[src/rtl/regmap_access_arbiter.sv]
// Round-robin arbiter that shares the register-map access port between
// requester A (SPI side) and requester B (sequencer/host).
module regmap_access_arbiter #(
  parameter int ADDR_WIDTH     = 7,
  parameter int DATA_WIDTH     = 8,
  parameter int NUM_CONFIG_REG = 96
) (
  input  logic                  clk_i,
  input  logic                  rst_i,

  input  logic                  a_req_i,
  input  logic                  a_we_i,
  input  logic [ADDR_WIDTH-1:0] a_addr_i,
  input  logic [DATA_WIDTH-1:0] a_wdata_i,
  output logic                  a_gnt_o,
  output logic                  a_rvalid_o,
  output logic [DATA_WIDTH-1:0] a_rdata_o,
  output logic                  a_wr_err_o,

  input  logic                  b_req_i,
  input  logic                  b_we_i,
  input  logic [ADDR_WIDTH-1:0] b_addr_i,
  input  logic [DATA_WIDTH-1:0] b_wdata_i,
  output logic                  b_gnt_o,
  output logic                  b_rvalid_o,
  output logic [DATA_WIDTH-1:0] b_rdata_o,
  output logic                  b_wr_err_o,

  output logic [ADDR_WIDTH-1:0] addr_o,
  output logic [DATA_WIDTH-1:0] write_data_o,
  output logic                  write_en_o,
  output logic                  read_en_o,
  input  logic [DATA_WIDTH-1:0] read_data_i,
  output logic                  busy_o
);

  typedef enum logic [1:0] {
    IDLE   = 2'd0,
    ACCESS = 2'd1,
    RESP   = 2'd2
  } state_e;

  // One extra bit so a limit equal to 2**ADDR_WIDTH still fits.
  localparam logic [ADDR_WIDTH:0] CfgLimit = (ADDR_WIDTH + 1)'(NUM_CONFIG_REG);

  state_e                state_q, state_d;
  logic                  owner_b_q, owner_b_d;
  logic                  last_b_q, last_b_d;
  logic                  we_q, we_d;
  logic [ADDR_WIDTH-1:0] addr_q, addr_d;
  logic [DATA_WIDTH-1:0] wdata_q, wdata_d;
  logic [DATA_WIDTH-1:0] a_rdata_q, a_rdata_d;
  logic [DATA_WIDTH-1:0] b_rdata_q, b_rdata_d;
  logic                  a_rvalid_q, a_rvalid_d;
  logic                  b_rvalid_q, b_rvalid_d;
  logic                  pick_b;
  logic                  wr_allowed;

  assign wr_allowed = ({1'b0, addr_q} < CfgLimit);

  always_comb begin
    // NOTE: every signal driven here gets a default first, so no path can
    // leave one unassigned and infer a latch.
    state_d    = state_q;
    owner_b_d  = owner_b_q;
    last_b_d   = last_b_q;
    we_d       = we_q;
    addr_d     = addr_q;
    wdata_d    = wdata_q;
    a_rdata_d  = a_rdata_q;
    b_rdata_d  = b_rdata_q;
    a_rvalid_d = 1'b0;
    b_rvalid_d = 1'b0;
    pick_b     = 1'b0;
    a_gnt_o    = 1'b0;
    b_gnt_o    = 1'b0;
    a_wr_err_o = 1'b0;
    b_wr_err_o = 1'b0;
    write_en_o = 1'b0;
    read_en_o  = 1'b0;

    unique case (state_q)
      IDLE: begin
        if (a_req_i || b_req_i) begin
          // B wins when alone, or on a tie when A was granted last.
          pick_b    = b_req_i && (!a_req_i || !last_b_q);
          owner_b_d = pick_b;
          last_b_d  = pick_b;
          we_d      = pick_b ? b_we_i    : a_we_i;
          addr_d    = pick_b ? b_addr_i  : a_addr_i;
          wdata_d   = pick_b ? b_wdata_i : a_wdata_i;
          state_d   = ACCESS;
        end
      end

      ACCESS: begin
        a_gnt_o = !owner_b_q;
        b_gnt_o = owner_b_q;
        if (we_q) begin
          if (wr_allowed) begin
            write_en_o = 1'b1;
          end else begin
            a_wr_err_o = !owner_b_q;
            b_wr_err_o = owner_b_q;
          end
          state_d = IDLE;
        end else begin
          read_en_o = 1'b1;
          state_d   = RESP;
        end
      end

      RESP: begin
        if (owner_b_q) begin
          b_rdata_d  = read_data_i;
          b_rvalid_d = 1'b1;
        end else begin
          a_rdata_d  = read_data_i;
          a_rvalid_d = 1'b1;
        end
        state_d = IDLE;
      end

      default: state_d = IDLE;
    endcase
  end

  always_ff @(posedge clk_i) begin
    if (rst_i) begin
      // NOTE: the read-data holding registers are reset along with the
      // control state, because both rdata outputs must read 0 after reset.
      state_q    <= IDLE;
      owner_b_q  <= 1'b0;
      last_b_q   <= 1'b1;
      we_q       <= 1'b0;
      addr_q     <= '0;
      wdata_q    <= '0;
      a_rdata_q  <= '0;
      b_rdata_q  <= '0;
      a_rvalid_q <= 1'b0;
      b_rvalid_q <= 1'b0;
    end else begin
      // NOTE: non-blocking assignments so every register samples the
      // pre-edge values regardless of statement order.
      state_q    <= state_d;
      owner_b_q  <= owner_b_d;
      last_b_q   <= last_b_d;
      we_q       <= we_d;
      addr_q     <= addr_d;
      wdata_q    <= wdata_d;
      a_rdata_q  <= a_rdata_d;
      b_rdata_q  <= b_rdata_d;
      a_rvalid_q <= a_rvalid_d;
      b_rvalid_q <= b_rvalid_d;
    end
  end

  assign addr_o       = addr_q;
  assign write_data_o = wdata_q;
  assign a_rdata_o    = a_rdata_q;
  assign b_rdata_o    = b_rdata_q;
  assign a_rvalid_o   = a_rvalid_q;
  assign b_rvalid_o   = b_rvalid_q;
  assign busy_o       = (state_q != IDLE);

endmodule

[config.mk]
export PLATFORM = sky130hd
export DESIGN_NAME = regmap_access_arbiter
export DESIGN_NICKNAME = d
export VERILOG_FILES = /design/src/rtl/regmap_access_arbiter.sv
export SDC_FILE = /design/constraint.sdc
export NUM_CORES = 1
export LEC_CHECK = 0
export ABC_AREA = 1
export CORE_MARGIN = 5
export CORE_UTILIZATION = 41
export CTS_CLUSTER_SIZE = 25
export DETAILED_ROUTE_END_ITERATION = 10
export PLACE_DENSITY_LB_ADDON = 0.3
export RECOVER_POWER = 50
export SKIP_CTS_REPAIR_TIMING = 1
export SLEW_MARGIN = 40
export SYNTH_ARGS = -nofsm -noshare
export SYNTH_HDL_FRONTEND = slang
export SYNTH_SLANG_ARGS = --single-unit
[constraint.sdc]
create_clock -name clk_i -period 1.4 [get_ports clk_i]
set_input_delay 0.35 -clock clk_i [delete_from_list [all_inputs] [get_ports clk_i]]
set_output_delay 0.35 -clock clk_i [all_outputs]
set_load 0.02 [all_outputs]
==> impl_results.html, run 1 <==
<table>
<tr><th>Metric</th><th>Value</th></tr>
<tr><th colspan="2">Final layout</th></tr>
<tr><td>Layout overhead on the synthesized area</td><td>53.5%</td></tr>
<tr><td>Area of all sequential standard cells</td><td>771 µm²</td></tr>
<tr><td>Fill count</td><td>409</td></tr>
<tr><td>Post-route non-filler standard cell count</td><td>415</td></tr>
<tr><td>Highest-count cells in the layout ignoring fill and taps</td><td>sky130_fd_sc_hd__nand2_1, sky130_fd_sc_hd__clkdlybuf4s50_1, sky130_fd_sc_hd__nor2_1</td></tr>
<tr><td>Most frequent standard cell in the layout excluding fill and tap cells</td><td>sky130_fd_sc_hd__nand2_1</td></tr>
<tr><td>Number of nets in the finished design</td><td>406</td></tr>
<tr><td>Ratio of cells with drive above 1 in the final layout</td><td>18.2%</td></tr>
<tr><td># diodes</td><td>0</td></tr>
<tr><td>Total area of multi-input combinational cells</td><td>950 µm²</td></tr>
<tr><td>Share of the core filled with cells in the final layout</td><td>65.0%</td></tr>
<tr><th colspan="2">Floorplanning</th></tr>
<tr><td>Starting Density</td><td>42.3%</td></tr>
<tr><td>Floorplan die width</td><td>77.0 µm</td></tr>
<tr><td>Die area</td><td>5940 µm²</td></tr>
<tr><td>Boundary pin count</td><td>84</td></tr>
<tr><td>Placeable core area</td><td>4350 µm²</td></tr>
<tr><td>Height of the chip</td><td>77.0 µm</td></tr>
<tr><td>Number of core rows</td><td>24</td></tr>
<tr><th colspan="2">CTS</th></tr>
<tr><td>Clock Tree Root</td><td>sky130_fd_sc_hd__clkbuf_8</td></tr>
<tr><td>Clock latency of the later-clocked register in the worst-skew pair</td><td>0.29 ns</td></tr>
<tr><td>Clock tree from TritonCTS</td><td>done</td></tr>
<tr><td>Clock-pin transition on the worst setup and hold timing paths</td><td>0.08 ns</td></tr>
<tr><td>Longest Clk Path Bufs</td><td>2</td></tr>
<tr><td>Number of buffers created by CTS</td><td>5</td></tr>
<tr><td>Sinks on the clock net</td><td>38</td></tr>
<tr><td>Max H-tree Level</td><td>2</td></tr>
<tr><th colspan="2">Synthesis</th></tr>
<tr><td>Sequential element share of the synthesized area</td><td>41.3%</td></tr>
<tr><td>Summed instance area of the synthesized netlist</td><td>1840 µm²</td></tr>
<tr><td>Number of synthesized register bits</td><td>38</td></tr>
<tr><td>Primary FF master, synth</td><td>sky130_fd_sc_hd__dfxtp_1</td></tr>
<tr><td>Number of enable-type register cells in the synthesized netlist</td><td>0</td></tr>
<tr><td>Number of warnings printed during yosys synthesis</td><td>0</td></tr>
<tr><td>Average instance area after synthesis</td><td>6.95 µm²</td></tr>
<tr><td>Net count of the mapped netlist</td><td>309</td></tr>
<tr><td>Post-synthesis instance total</td><td>265</td></tr>
<tr><td>Netlist cell types</td><td>23</td></tr>
<tr><td>Share of async-settable or async-resettable flops after synthesis</td><td>0%</td></tr>
<tr><th colspan="2">Worst setup path</th></tr>
<tr><td>Endpoint of the worst setup timing path</td><td>b_wr_err_o</td></tr>
<tr><td>Crit path capture type</td><td>output pin</td></tr>
<tr><td>Startpoint types</td><td>flip-flop</td></tr>
<tr><td>Slack of the worst reg-to-reg path</td><td>0.09 ns</td></tr>
<tr><td>Crit path arrival time</td><td>1.16 ns</td></tr>
<tr><td>Worst setup path class</td><td>reg -&gt; out</td></tr>
<tr><td>Data required time at the worst endpoint</td><td>1.05 ns</td></tr>
<tr><td>Max Fanout on Critical Path</td><td>3</td></tr>
<tr><td>Reg2Reg Launch Point</td><td>state_q[0]</td></tr>
<tr><td>Reg2reg path depth</td><td>9</td></tr>
<tr><td>Worst flop-to-flop path endpoint</td><td>addr_o[0]</td></tr>
<tr><td>Timing startpoint of the critical path</td><td>we_q</td></tr>
<tr><th colspan="2">Global route</th></tr>
<tr><td>Number of antenna violations at the first check in global routing</td><td>0</td></tr>
<tr><td>First-pass GRT wire length</td><td>8490 µm</td></tr>
<tr><td>Number of global-route vias before repair</td><td>1,888</td></tr>
<tr><td>Total GRT Usage</td><td>17.1%</td></tr>
<tr><td>Total gr overflow</td><td>0</td></tr>
<tr><td>Pin count of the biggest net entering global routing</td><td>25</td></tr>
<tr><th colspan="2">Detailed routing</th></tr>
<tr><td>Count of vias placed by the detailed router</td><td>2,027</td></tr>
<tr><td>Routed length per placed instance</td><td>12.7 µm</td></tr>
<tr><td>Final routed wirelength across all metal layers</td><td>5260 µm</td></tr>
<tr><td>Number of detailed-route iterations in the first pass</td><td>4</td></tr>
<tr><td>Via density per instance</td><td>4.88</td></tr>
<tr><td>Post-route ant nets</td><td>0</td></tr>
<tr><td>Number of remaining DRC errors</td><td>0</td></tr>
<tr><td>Iteration-0 DRC Markers</td><td>45</td></tr>
<tr><th colspan="2">STA</th></tr>
<tr><td>Hold violation count in the final report</td><td>0</td></tr>
<tr><td>Max frequency</td><td>0.663 GHz</td></tr>
<tr><td>Remaining max-slew budget at the tightest pin</td><td>71.3%</td></tr>
<tr><td>Setup total negative slack</td><td>-0.276 ns</td></tr>
<tr><td>RSZ-0062 raised after global routing</td><td>yes</td></tr>
<tr><td>Min Tclk post-route</td><td>1.51 ns</td></tr>
<tr><td>Slew at the pin closest to its max-slew limit</td><td>0.431 ns</td></tr>
<tr><td>Clk_skew</td><td>0.00536 ns</td></tr>
<tr><td>Setup-violating endpoint count in the final report</td><td>3</td></tr>
<tr><td>Final Cycle Share</td><td>108%</td></tr>
<tr><td>Max-slew violation total from the final report</td><td>0</td></tr>
<tr><td>Worst-case setup margin in the final layout</td><td>-0.108 ns</td></tr>
<tr><th colspan="2">Outcome</th></tr>
<tr><td>Status</td><td>finished with violations</td></tr>
<tr><td>Violations in the final reports</td><td>negative setup slack</td></tr>
<tr><th colspan="2">Flow run</th></tr>
<tr><td>Maxcap violations</td><td>0</td></tr>
<tr><th colspan="2">Power</th></tr>
<tr><td>Cell Pwr Density</td><td>1040 nW/µm²</td></tr>
<tr><td>Worst supply voltage drop on vdd</td><td>0.430 mV</td></tr>
<tr><td>Lkg Pwr</td><td>1.22 nW</td></tr>
<tr><th colspan="2">Placed design</th></tr>
<tr><td>Post-Place Worst Slack</td><td>-0.302 ns</td></tr>
<tr><td>HPWL reported at the end of detailed placement</td><td>3720 µm</td></tr>
<tr><td>Final GP Congestion</td><td>0.860</td></tr>
<tr><td>Buffers on Ports</td><td>83</td></tr>
<tr><td>Placed Cells incl. Taps</td><td>405</td></tr>
<tr><th colspan="2">Worst hold path</th></tr>
<tr><td>Cell depth of the worst hold path</td><td>2</td></tr>
<tr><td>Min-Delay Path Class</td><td>reg -&gt; reg</td></tr>
</table>
cells in the mapped netlist (3+ instances only):
cell type	count	share of area, %
sky130_fd_sc_hd__nand2_1	71	14
sky130_fd_sc_hd__nor2_1	40	8.1
sky130_fd_sc_hd__dfxtp_1	38	41
sky130_fd_sc_hd__inv_1	20	4.1
sky130_fd_sc_hd__nand3_1	18	4.9
sky130_fd_sc_hd__a21oi_1	17	4.6
sky130_fd_sc_hd__nand4_1	16	5.4
sky130_fd_sc_hd__a21boi_0	10	4.1
sky130_fd_sc_hd__buf_2	10	2.7
sky130_fd_sc_hd__a21boi_1	6	2.4
sky130_fd_sc_hd__buf_6	3	1.8
sky130_fd_sc_hd__clkbuf_1	3	0.61
layer usage:
| metal | part of all wire (%) | global-route usage (%) | up-vias |
|---|---|---|---|
| met1 | 41 | 19.5 | 899 |
| met3 | 11 | 9.02 | 4 |
| met5 | 0 | 0 | - |
| met4 | 0.55 | 4.12 | 0 |
| li1 | - | - | 1045 |
| met2 | 48 | 28.3 | 79 |
critical path: stages, from the launching register on:
cell and delay [ns]:
sky130_fd_sc_hd__dfxtp_2 0.35, sky130_fd_sc_hd__inv_2 0.06, sky130_fd_sc_hd__nor4_2 0.27, sky130_fd_sc_hd__buf_4 0.19
where the power goes:
group	internal, W	switching (W)	leakage, nW
Combinational	0.000366	0.000448	0.853
Sequential	0.00116	0.0000437	0.314
Clock	0.000525	0.000407	0.0579
Total	0.00205	0.000899	1.22
per-stage QoR:
step	hold slack (ns)	area [µm²]	power, W
after floorplan	0.427	1860	0.00167
after global placement	0.448	2840	0.00207
after detailed placement	0.453	2840	0.00208
after CTS	0.465	2950	0.00301
after global routing	0.472	2830	0.00313
final	0.463	2830	0.00295
registers in the layout, indices dropped and copies added, names as in the netlist:
register,count
write_data_o,8
b_rdata_o,8
b_rvalid_o,1
last_b_q,1
addr_o,7
owner_b_q,1
a_rdata_o,8
a_rvalid_o,1
we_q,1
state_q,2
how the worst min path moves through the flow:
stage | start | end
after CTS | a_rdata_o[2] | a_rdata_o[2]
after global routing | b_rdata_o[4] | b_rdata_o[4]
after floorplan | rst_i | state_q[1]
after detailed placement | a_rdata_o[2] | a_rdata_o[2]
after global placement | a_rdata_o[7] | a_rdata_o[7]
final | b_rdata_o[4] | b_rdata_o[4]
cell type report:
cell class                      instances  area share (%)
Sequential cell                        38            27.2
Tap cell                               52            2.30
Timing Repair Buffer                  107            30.0
Inverter                               22            3.01
Multi-Input combinational cell        188            33.6
Clock inverter                          3            1.42
Clock buffer                            5            2.43
logic make-up after synthesis:
| kind of cell | synth area share (%) |
|---|---|
| flops | 41.3 |
| compound gates | 11.6 |
| simple gates | 36.9 |
| buf+inv | 10.2 |
Note: power is estimated with default switching activity, not from simulation.
==> run 2, diff against run 1 <==
--- a/config.mk
+++ b/config.mk
@@ -5,9 +5,8 @@
 export SDC_FILE = /design/constraint.sdc
 export NUM_CORES = 1
 export LEC_CHECK = 0
-export ABC_AREA = 1
 export CORE_MARGIN = 5
-export CORE_UTILIZATION = 41
+export CORE_UTILIZATION = 39
 export CTS_CLUSTER_SIZE = 25
 export DETAILED_ROUTE_END_ITERATION = 10
 export PLACE_DENSITY_LB_ADDON = 0.3
==> impl_results.html, run 2 <==
<table>
<tr><th>Metric</th><th>Value</th></tr>
<tr><th colspan="2">Outcome</th></tr>
<tr><td>Status</td><td>finished with violations</td></tr>
<tr><td>Violations in the final reports</td><td>negative setup slack</td></tr>
<tr><th colspan="2">Worst hold path</th></tr>
<tr><td>Min-Delay Path Class</td><td>reg -&gt; reg</td></tr>
<tr><td>Endpoint with the worst hold slack</td><td>b_rdata_o[4]</td></tr>
<tr><td>Cell depth of the worst hold path</td><td>2</td></tr>
<tr><td>Start point of the worst hold path</td><td>b_rdata_o[4]</td></tr>
<tr><th colspan="2">CTS</th></tr>
<tr><td>Clock Tree Root</td><td>sky130_fd_sc_hd__clkbuf_8</td></tr>
<tr><td>Number of buffers created by CTS</td><td>5</td></tr>
<tr><td>Longest Clk Path Bufs</td><td>2</td></tr>
<tr><td>Sinks on the clock net</td><td>38</td></tr>
<tr><td>Max H-tree Level</td><td>2</td></tr>
<tr><td>Clock-pin transition on the worst setup and hold timing paths</td><td>0.07 ns</td></tr>
<tr><td>Clock tree from TritonCTS</td><td>done</td></tr>
<tr><td>Clock latency of the later-clocked register in the worst-skew pair</td><td>0.29 ns</td></tr>
<tr><th colspan="2">Power</th></tr>
<tr><td>Switching part of the total power</td><td>27.4%</td></tr>
<tr><td>Part of the power in the clock network</td><td>31.7%</td></tr>
<tr><td>P_int</td><td>0.00206 W</td></tr>
<tr><td>Share of total power in sequential cells</td><td>42.4%</td></tr>
<tr><td>Cell Pwr Density</td><td>1060 nW/µm²</td></tr>
<tr><td>Lkg Pwr</td><td>1.26 nW</td></tr>
<tr><td>Switching power summed over all nets</td><td>0.000780 W</td></tr>
<tr><td>Worst supply voltage drop on vdd</td><td>0.549 mV</td></tr>
<tr><td>Combinational power share</td><td>26.0%</td></tr>
<tr><th colspan="2">STA</th></tr>
<tr><td>Setup-violating endpoint count in the final report</td><td>4</td></tr>
<tr><td>Slew at the pin closest to its max-slew limit</td><td>0.466 ns</td></tr>
<tr><td>Setup total negative slack</td><td>-0.274 ns</td></tr>
<tr><td>Clk_skew</td><td>0.00444 ns</td></tr>
<tr><td>Remaining max-slew budget at the tightest pin</td><td>68.9%</td></tr>
<tr><td>Max frequency</td><td>0.668 GHz</td></tr>
<tr><td>Hold violation count in the final report</td><td>0</td></tr>
<tr><td>Final Cycle Share</td><td>107%</td></tr>
<tr><td>Min Tclk post-route</td><td>1.50 ns</td></tr>
<tr><td>Worst-case setup margin in the final layout</td><td>-0.0970 ns</td></tr>
<tr><td>RSZ-0062 raised after global routing</td><td>yes</td></tr>
<tr><td>Max-slew violation total from the final report</td><td>0</td></tr>
<tr><th colspan="2">Flow run</th></tr>
<tr><td>Maxcap violations</td><td>0</td></tr>
<tr><th colspan="2">Detailed routing</th></tr>
<tr><td>Number of remaining DRC errors</td><td>0</td></tr>
<tr><td>Final routed wirelength across all metal layers</td><td>4450 µm</td></tr>
<tr><td>Iteration-0 DRC Markers</td><td>57</td></tr>
<tr><td>Number of detailed-route iterations in the first pass</td><td>5</td></tr>
<tr><td>Post-route ant nets</td><td>0</td></tr>
<tr><td>Via density per instance</td><td>4.85</td></tr>
<tr><td>Routed length per placed instance</td><td>13.7 µm</td></tr>
<tr><td>Count of vias placed by the detailed router</td><td>1,575</td></tr>
<tr><th colspan="2">Synthesis</th></tr>
<tr><td>Top cells by area, synth</td><td>sky130_fd_sc_hd__dfxtp_1, sky130_fd_sc_hd__mux2i_1, sky130_fd_sc_hd__a311oi_2</td></tr>
<tr><td>Net count of the mapped netlist</td><td>219</td></tr>
<tr><td>Share of the synthesized area in the top cell type</td><td>46.3%</td></tr>
<tr><td>Average instance area after synthesis</td><td>9.39 µm²</td></tr>
<tr><td>Top-count cell post-synth</td><td>sky130_fd_sc_hd__dfxtp_1</td></tr>
<tr><td>Number of synthesized register bits</td><td>38</td></tr>
<tr><td>Netlist cell types</td><td>25</td></tr>
<tr><td>Primary FF master, synth</td><td>sky130_fd_sc_hd__dfxtp_1</td></tr>
<tr><td>Number of warnings printed during yosys synthesis</td><td>0</td></tr>
<tr><td>Share of async-settable or async-resettable flops after synthesis</td><td>0%</td></tr>
<tr><td>Post-synthesis instance total</td><td>175</td></tr>
<tr><td>Sequential element share of the synthesized area</td><td>46.3%</td></tr>
<tr><td>Summed instance area of the synthesized netlist</td><td>1640 µm²</td></tr>
<tr><td>Number of enable-type register cells in the synthesized netlist</td><td>0</td></tr>
<tr><td>Most common library cells after synthesis</td><td>sky130_fd_sc_hd__dfxtp_1, sky130_fd_sc_hd__nand2_1, sky130_fd_sc_hd__nor2_1</td></tr>
<tr><td>Largest area contributor in the netlist</td><td>sky130_fd_sc_hd__dfxtp_1</td></tr>
<tr><th colspan="2">Worst setup path</th></tr>
<tr><td>Crit path capture type</td><td>output pin</td></tr>
<tr><td>Startpoint types</td><td>flip-flop</td></tr>
<tr><td>Crit path arrival time</td><td>1.15 ns</td></tr>
<tr><td>Slack of the worst reg-to-reg path</td><td>0.07 ns</td></tr>
<tr><td>Max Fanout on Critical Path</td><td>2</td></tr>
<tr><td>CP cell instances</td><td>nor2b_4, nand4_1, nor2_1, clkbuf_2</td></tr>
<tr><td>Family of cells with the greatest summed delay on the critical path</td><td>flip-flops</td></tr>
<tr><td>Reg2Reg Launch Point</td><td>state_q[0]</td></tr>
<tr><td>Data required time at the worst endpoint</td><td>1.05 ns</td></tr>
<tr><td>Count of buffering cells on the critical path with inverters included</td><td>1</td></tr>
<tr><td>Slowest stage cell on the critical path</td><td>sky130_fd_sc_hd__dfxtp_2</td></tr>
<tr><td>Worst setup path class</td><td>reg -&gt; out</td></tr>
<tr><td>Reg2reg path depth</td><td>6</td></tr>
<tr><td>Stage delay of the slowest cell on the critical path</td><td>0.34 ns</td></tr>
<tr><td>Worst flop-to-flop path endpoint</td><td>a_rdata_o[2]</td></tr>
<tr><th colspan="2">Floorplanning</th></tr>
<tr><td>Starting Density</td><td>40.8%</td></tr>
<tr><td>Number of core rows</td><td>23</td></tr>
<tr><td>Die area</td><td>5610 µm²</td></tr>
<tr><td>Placeable core area</td><td>4030 µm²</td></tr>
<tr><td>Floorplan die width</td><td>74.9 µm</td></tr>
<tr><td>Height of the chip</td><td>74.9 µm</td></tr>
<tr><td>Boundary pin count</td><td>84</td></tr>
<tr><th colspan="2">Placed design</th></tr>
<tr><td>Final GP Congestion</td><td>0.729</td></tr>
<tr><td>Post-Place Worst Slack</td><td>-0.365 ns</td></tr>
<tr><td>HPWL reported at the end of detailed placement</td><td>3210 µm</td></tr>
<tr><td>Cell area reported after detailed placement</td><td>2610 µm²</td></tr>
<tr><td>Placed Cells incl. Taps</td><td>314</td></tr>
<tr><td>Buffers on Ports</td><td>83</td></tr>
<tr><th colspan="2">Final layout</th></tr>
<tr><td>Post-route non-filler standard cell count</td><td>325</td></tr>
<tr><td>Fill count</td><td>352</td></tr>
<tr><td># diodes</td><td>0</td></tr>
<tr><td>Highest-count cells in the layout ignoring fill and taps</td><td>sky130_fd_sc_hd__clkdlybuf4s50_1, sky130_fd_sc_hd__dfxtp_1, sky130_fd_sc_hd__nand2_1</td></tr>
<tr><td>Most frequent standard cell in the layout excluding fill and tap cells</td><td>sky130_fd_sc_hd__clkdlybuf4s50_1</td></tr>
<tr><td>Share of the core filled with cells in the final layout</td><td>66.2%</td></tr>
<tr><td>Layout overhead on the synthesized area</td><td>62.5%</td></tr>
<tr><td>Cell area after layout</td><td>2670 µm²</td></tr>
<tr><td>Number of nets in the finished design</td><td>318</td></tr>
<tr><td>Ratio of cells with drive above 1 in the final layout</td><td>20.4%</td></tr>
<tr><th colspan="2">Global route</th></tr>
<tr><td>Total gr overflow</td><td>0</td></tr>
<tr><td>Pin count of the biggest net entering global routing</td><td>39</td></tr>
<tr><td>Total GRT Usage</td><td>15.8%</td></tr>
<tr><td>Number of antenna violations at the first check in global routing</td><td>0</td></tr>
<tr><td>Number of global-route vias before repair</td><td>1,496</td></tr>
<tr><td>First-pass GRT wire length</td><td>6720 µm</td></tr>
</table>
-- run 2: worst register-to-register path: stages (launching register included) --
cell                      delay, ns
sky130_fd_sc_hd__dfxtp_2       0.33
sky130_fd_sc_hd__buf_6         0.12
sky130_fd_sc_hd__buf_4         0.13
sky130_fd_sc_hd__nor3b_2       0.19
sky130_fd_sc_hd__buf_6         0.18
sky130_fd_sc_hd__mux2i_1       0.21
sky130_fd_sc_hd__nor2_1        0.06
-- run 2: worst max path at each step --
stage	startpoint	end	slack [ns]	cells after the start
global route	state_q[0]	b_wr_err_o	-0.22	4
finish	state_q[0]	b_wr_err_o	-0.1	4
CTS	state_q[0]	a_wr_err_o	-0.62	4
global placement	a_req_i	addr_o[5]	-0.34	4
detailed placement	a_req_i	write_data_o[4]	-0.36	4
floorplan	state_q[0]	a_wr_err_o	0.06	3
-- run 2: metal layers --
metal | vias up | wire length (µm) | track usage, %
met3 | 7 | 448 | 7.21
li1 | 810 | - | -
met5 | - | 0 | 0
met2 | 55 | 2200 | 27.2
met4 | 0 | 103 | 6.13
met1 | 703 | 1700 | 16.8
-- run 2: cell families (layout without fill, tap and decap cells) --
logic type             Yosys count  count (layout)  synth area share [%]
and+or+nand+nor                 69              69                  18.4
AOI/OAI and AO/OA               38              38                  20.2
DFF                             38              38                  46.3
muxes                           16              16                  9.75
buffers and inverters           14             114                  5.41
-- run 2: per-stage QoR --
| stage | power [W] | hold WS [ns] |
|---|---|---|
| 5_1_grt | 0.00299 | 0.519 |
| 6_report | 0.00284 | 0.494 |
| 4_1_cts | 0.00288 | 0.501 |
| 3_3_place_gp | 0.00197 | 0.475 |
| 3_5_place_dp | 0.00197 | 0.483 |
| 2_1_floorplan | 0.00161 | 0.471 |
-- run 2: area by class of cell --
type | instances | area (µm²) | area share (%)
repair buffers | 104 | 900 | 33.7
clock inverters | 1 | 30.0 | 1.13
multi-input cells | 123 | 827 | 31.0
inverters | 2 | 7.51 | 0.281
well taps | 50 | 62.6 | 2.34
clock buffers | 7 | 76.3 | 2.86
flip-flops and latches | 38 | 766 | 28.7
-- run 2: power by group through the flow --
| stage | registers (W) | logic (W) | clock network [W] |
|---|---|---|---|
| floorplan | 0.00131 | 0.000298 | 0 |
| global route | 0.00121 | 0.000802 | 0.000978 |
| global placement | 0.00123 | 0.000742 | 0 |
| CTS | 0.00120 | 0.000754 | 0.000922 |
| finish | 0.00120 | 0.000738 | 0.000900 |
| detailed placement | 0.00123 | 0.000748 | 0 |
